<file path="config.mk">
export PLATFORM = sky130hd
export DESIGN_NAME = branch_history_predictor
export DESIGN_NICKNAME = d
export VERILOG_FILES = /design/src/rtl/branch_history_predictor.sv
export SDC_FILE = /design/constraint.sdc
export NUM_CORES = 1
export LEC_CHECK = 0
export CORE_ASPECT_RATIO = 1.4
export CORE_MARGIN = 2
export CORE_UTILIZATION = 35
export DETAILED_ROUTE_END_ITERATION = 10
export HOLD_SLACK_MARGIN = 0.12
export PLACE_DENSITY = 0.66
export SYNTH_ARGS = -nofsm -noshare
export SYNTH_HDL_FRONTEND = slang
export SYNTH_SLANG_ARGS = --single-unit
</file>
<file path="constraint.sdc">
create_clock -name clk -period 11.4 [get_ports clk]
set_clock_uncertainty 0.2 [all_clocks]
set_input_delay 2.28 -clock clk [delete_from_list [all_inputs] [get_ports clk]]
set_output_delay 2.28 -clock clk [all_outputs]
set_load 0.05 [all_outputs]
</file>
<file path="src/rtl/branch_history_predictor.sv">
// branch_history_predictor: PC-indexed table of 2-bit saturating counters with mispredict flag and perf counters.
// Define BHP_GSHARE_EN to fold a global history register into the table index (gshare); default is bimodal.
module branch_history_predictor #(
    parameter int IDX_BITS  = 6,
    parameter int CNT_WIDTH = 32
) (
    input  logic                 clk,
    input  logic                 rst,
    input  logic [31:0]          if_pc,
    output logic                 pred_taken,
    output logic [IDX_BITS-1:0]  pred_ghr,
    input  logic                 upd_valid,
    input  logic [31:0]          upd_pc,
    input  logic                 upd_br_en,
    input  logic                 upd_pred_taken,
    input  logic [IDX_BITS-1:0]  upd_ghr,
    output logic                 mispredict,
    output logic [CNT_WIDTH-1:0] br_count,
    output logic [CNT_WIDTH-1:0] mp_count
);
    localparam int         ENTRIES = 1 << IDX_BITS;
    localparam logic [1:0] CTR_WNT = 2'b01;

    function automatic logic [1:0] sat_ctr(input logic [1:0] c, input logic taken);
        if (taken)
            return (c == 2'b11) ? c : c + 2'd1;
        else
            return (c == 2'b00) ? c : c - 2'd1;
    endfunction

    function automatic logic [CNT_WIDTH-1:0] sat_inc(input logic [CNT_WIDTH-1:0] v);
        return (&v) ? v : v + 1'b1;
    endfunction

    logic [ENTRIES-1:0][1:0] table_q, table_d;
    logic                    mispredict_q, mispredict_d;
    logic [CNT_WIDTH-1:0]    br_count_q, br_count_d;
    logic [CNT_WIDTH-1:0]    mp_count_q, mp_count_d;
    logic [IDX_BITS-1:0]     rd_idx, wr_idx;
    logic                    upd_mp;

    assign upd_mp = upd_valid & (upd_br_en != upd_pred_taken);

`ifdef BHP_GSHARE_EN
    logic [IDX_BITS-1:0] ghr_q, ghr_d;

    assign rd_idx   = if_pc[IDX_BITS+1:2] ^ ghr_q;
    assign wr_idx   = upd_pc[IDX_BITS+1:2] ^ upd_ghr;
    assign pred_ghr = ghr_q;

    // A mispredict rebuilds history from the snapshot the branch carried, discarding wrong-path shifts.
    always_comb begin
        ghr_d = ghr_q;
        if (upd_mp)
            ghr_d = {upd_ghr[IDX_BITS-2:0], upd_br_en};
        else if (upd_valid)
            ghr_d = {ghr_q[IDX_BITS-2:0], upd_br_en};
    end

    always_ff @(posedge clk) begin
        if (rst)
            ghr_q <= '0;
        else
            ghr_q <= ghr_d;
    end
`else
    logic unused_ghr;

    assign rd_idx     = if_pc[IDX_BITS+1:2];
    assign wr_idx     = upd_pc[IDX_BITS+1:2];
    assign pred_ghr   = '0;
    assign unused_ghr = ^upd_ghr;
`endif

    logic unused_pc;
    assign unused_pc = ^{if_pc[31:IDX_BITS+2], if_pc[1:0], upd_pc[31:IDX_BITS+2], upd_pc[1:0]};

    // Lookup reads the registered table, so a same-cycle update to the same entry is not bypassed.
    assign pred_taken = table_q[rd_idx][1];

    always_comb begin
        table_d      = table_q;
        br_count_d   = br_count_q;
        mp_count_d   = mp_count_q;
        mispredict_d = upd_mp;
        if (upd_valid) begin
            table_d[wr_idx] = sat_ctr(table_q[wr_idx], upd_br_en);
            br_count_d      = sat_inc(br_count_q);
        end
        if (upd_mp)
            mp_count_d = sat_inc(mp_count_q);
    end

    always_ff @(posedge clk) begin
        if (rst) begin
            table_q      <= {ENTRIES{CTR_WNT}};
            mispredict_q <= 1'b0;
            br_count_q   <= '0;
            mp_count_q   <= '0;
        end else begin
            table_q      <= table_d;
            mispredict_q <= mispredict_d;
            br_count_q   <= br_count_d;
            mp_count_q   <= mp_count_d;
        end
    end

    assign mispredict = mispredict_q;
    assign br_count   = br_count_q;
    assign mp_count   = mp_count_q;

endmodule

</file>
==> load_flow_metrics.sql <==
INSERT INTO impl_metrics (metric_group, metric, value, unit) VALUES
('setup_path', 'critical_path_arrival', '5.57', 'ns'),
('placement', 'hpwl', '17.5', 'mm'),
('synth', 'mapped_cells', '1104', ''),
('synth', 'syn_area', '0.00997', 'mm2'),
('placement', 'placement.io_buffers', '82', ''),
('min_path', 'timing.hold.worst_endpoint', 'table_q[56]$_SDFFE_PP1P_', ''),
('setup_path', 'worst-endpoint-required', '8.92', 'ns'),
('synth', 'most_used_flip_flop_cell_after_synthesis', 'dfxtp_1', ''),
('timing', 'setup_violations', '0', ''),
('synth', 'ys_ff_latch', '193', ''),
('floorplan', 'chipWidth', '147', 'um'),
('timing', 'hold_viol', '0', ''),
('cells_and_area', 'drive_gt1_frac', '0.129', ''),
('global_route', 'grt.overflow.total', '0', ''),
('global_route', 'global_route_wire_length_before_repair', '42.5', 'mm'),
('setup_path', 'worst_setup_path_start_kind', 'input pin', ''),
('timing', 'setup_repair_after_global_routing_missed_its_margin', 'false', ''),
('timing', 'final-max-slew-violation-count', '0', ''),
('setup_path', 'regToRegStartpoint', 'table_q[39]$_SDFFE_PP0P_', ''),
('floorplan', 'placementRows', '73', ''),
('placement', 'place_congestion', '0.871', ''),
('route', 'dr.pass1.iters', '6', ''),
('flow_run', 'cap_viol_max_count', '0', ''),
('route', 'routed_wire_length_per_instance', '17.4', 'um'),
('pwr', 'power-per-cell-area', '127', 'mW/mm2'),
('pwr', 'power', '1.46', 'mW'),
('cells_and_area', 'antenna_cells', '0', ''),
('timing', 'timing_worst_slew_pin_value', '1.11', 'ns'),
('setup_path', 'r2r_slack', '7.80', 'ns'),
('clock_tree', 'clk_transition_reported_paths', '0.06', 'ns'),
('setup_path', 'crit_fanout', '16', ''),
('clock_tree', 'clock-root-buffer', 'clkbuf_16', ''),
('setup_path', 'worst_setup_path_end_kind', 'primary output', ''),
('timing', 'maxSlewHeadroom', '0.255', ''),
('global_route', 'grt_use_total', '0.178', ''),
('cells_and_area', 'final_nets', '1212', ''),
('floorplan', 'design.die.area', '0.0299', 'mm2'),
('route', 'drtAntennaViolNets', '0', ''),
('synth', 'synth_enable_flop_cells', '0', ''),
('route', 'detail_route.iter0.violations', '822', ''),
('clock_tree', 'cts-hold-fix-buffers', '0', ''),
('floorplan', 'start_util', '0.353', ''),
('clock_tree', 'inserted_clock_buffers', '17', ''),
('synth', 'synth.yosys.seq_area_share', '0.388', ''),
('clock_tree', 'cts.repair_timing.setup_buffer_count', '0', ''),
('global_route', 'largest_net_degree_at_the_start_of_global_routing', '124', ''),
('clock_tree', 'clkLatencyLatePin', '0.44', 'ns'),
('timing', 'final_min_period_over_clock_period', '0.706', ''),
('timing', 'setup_tns', '0', 'ns'),
('floorplan', 'die_span_y', '204', 'um'),
('route', 'via_count', '8517', ''),
('clock_tree', 'cts_htree_levels', '4', ''),
('setup_path', 'critical_path.reg2reg.endpoint', 'table_q[12]$_SDFFE_PP1P_', ''),
('clock_tree', 'clock_sink_count', '193', ''),
('route', 'routed_wl', '26.5', 'mm'),
('synth', 'async_flop_share', '0', ''),
('setup_path', 'reg2reg_depth', '8', ''),
('cells_and_area', 'area_growth', '15.8', '%'),
('min_path', 'min_path_cells', '2', ''),
('timing', 'finalHoldWorstSlack', '0.310', 'ns'),
('run_status', 'status', 'complete, no violations', ''),
('cells_and_area', 'final_common_cell', 'nor2_1', ''),
('clock_tree', 'cts-root-to-sink-buffers', '2', ''),
('clock_tree', 'tritoncts_clock_tree', 'done', ''),
('pwr', 'worst_ir_drop_vdd', '110', 'uV'),
('setup_path', 'timing_worst_setup_path_type', 'in -> out', ''),
('cells_and_area', 'core_util_final', '0.409', ''),
('route', 'viasPerCell', '5.59', ''),
('floorplan', 'boundaryPins', '147', ''),
('clock_tree', 'post_cts_resized', '0', ''),
('timing', 'max_freq', '0.124', 'GHz'),
('cells_and_area', 'final_cell_mix', 'nor2_1 (203), dfxtp_1 (193), nand2_1 (92)', ''),
('min_path', 'hold_class', 'reg -> reg', ''),
('route', 'route.detailed.drc', '0', ''),
('timing', 'finalWorstPathRequiredPeriod', '8.05', 'ns'),
('synth', 'avgSynthCellArea', '9.03', 'um2'),
('synth', 'synth.distinct_cells', '55', ''),
('global_route', 'grt_antenna_before_repair', '0', ''),
('floorplan', 'core_area', '0.0282', 'mm2'),
('min_path', 'min_from', 'table_q[56]$_SDFFE_PP1P_', ''),
('synth', 'synthesis.yosys.warnings', '0', ''),
('pwr', 'static-leakage-power', '3.72', 'nW'),
('global_route', 'via_count_of_the_first_global_routing_pass', '7878', '');
[flip-flops by register name, summed over array words and instances (netlist names)]
register,flops
table_q,128
br_count,32
mp_count,32
mispredict,1
[layout make-up]
class	instances	area (um2)
well taps	375	469
flip-flops and latches	193	3860
multi-input cells	821	5650
inverters	9	33.8
clock buffers	20	457
clock inverters	12	179
fillers	2760	16700
repair buffers	93	897
[cell usage after synthesis, types with 8 or more instances]
cell type / n / area, um2
nor2_1: 203 / 762
dfxtp_1: 193 / 3860
nand2_1: 92 / 345
nand3b_1: 50 / 375
o31ai_1: 49 / 368
clkbuf_1: 47 / 176
a22oi_2: 45 / 563
xor2_1: 41 / 359
mux4_2: 36 / 811
nor3_1: 35 / 175
nand3_1: 31 / 155
a21oi_1: 22 / 110
nand4_1: 18 / 113
xnor2_1: 18 / 158
o21ai_0: 16 / 80.1
nor2b_1: 15 / 93.8
buf_2: 14 / 70.1
o41ai_1: 13 / 114
and3_1: 12 / 75.1
buf_4: 12 / 90.1
or3_1: 12 / 75.1
a221oi_1: 11 / 96.3
and4_1: 10 / 87.6
mux2i_1: 10 / 100
a211oi_1: 9 / 67.6
buf_6: 9 / 101
inv_1: 8 / 30.0
or3b_2: 8 / 70.1
[cells by family after synthesis]
family,share of synthesized area
compound gates,0.160
xor+xnor,0.0518
fa+ha+maj,0.00464
buf+inv,0.0488
flops,0.388
mux,0.0993
other cells,0.000376
simple gates,0.247
[worst max-delay path: stages]
cell and delay, ns:
clkdlybuf4s50_1 1.06, mux4_2 0.43, mux4_2 0.56, mux4_2 0.50, clkdlybuf4s50_1 0.73
[routing by layer]
layer	part of all wire	routed length, um	global-route usage	vias up
li1	-	-	-	4056
met1	0.41	10800	0.211	4156
met2	0.51	13500	0.309	247
met3	0.039	1030	0.0262	58
met4	0.044	1170	0.0974	0
met5	0	0	0	-
[where the power goes]
group / total, mW / leakage (nW) / internal [mW] / switching (mW)
clock: 0.651 / 0.303 / 0.380 / 0.271
combinational: 0.132 / 1.86 / 0.0341 / 0.0975
sequential: 0.681 / 1.56 / 0.678 / 0.00350
total: 1.46 / 3.72 / 1.09 / 0.372
[worst max-delay path by stage]
stage               cells past startpoint     start          to  slack, ns
floorplan                               5  if_pc[2]  pred_taken       4.07
finish                                  5  if_pc[3]  pred_taken       3.35
detailed placement                      5  if_pc[3]  pred_taken       3.37
global route                            5  if_pc[3]  pred_taken       3.32
CTS                                     5  if_pc[3]  pred_taken       3.40
global placement                        5  if_pc[3]  pred_taken       3.44
[metrics by stage]
stage,cells,setup WS (ns),cell area [um2]
CTS,1523,3.40,11500
global route,1523,3.32,11500
floorplan,1109,4.07,9990
finish,1523,3.35,11500
global placement,1491,3.44,10900
detailed placement,1491,3.37,10900
No activity file was read; power rests on OpenSTA's default activity.
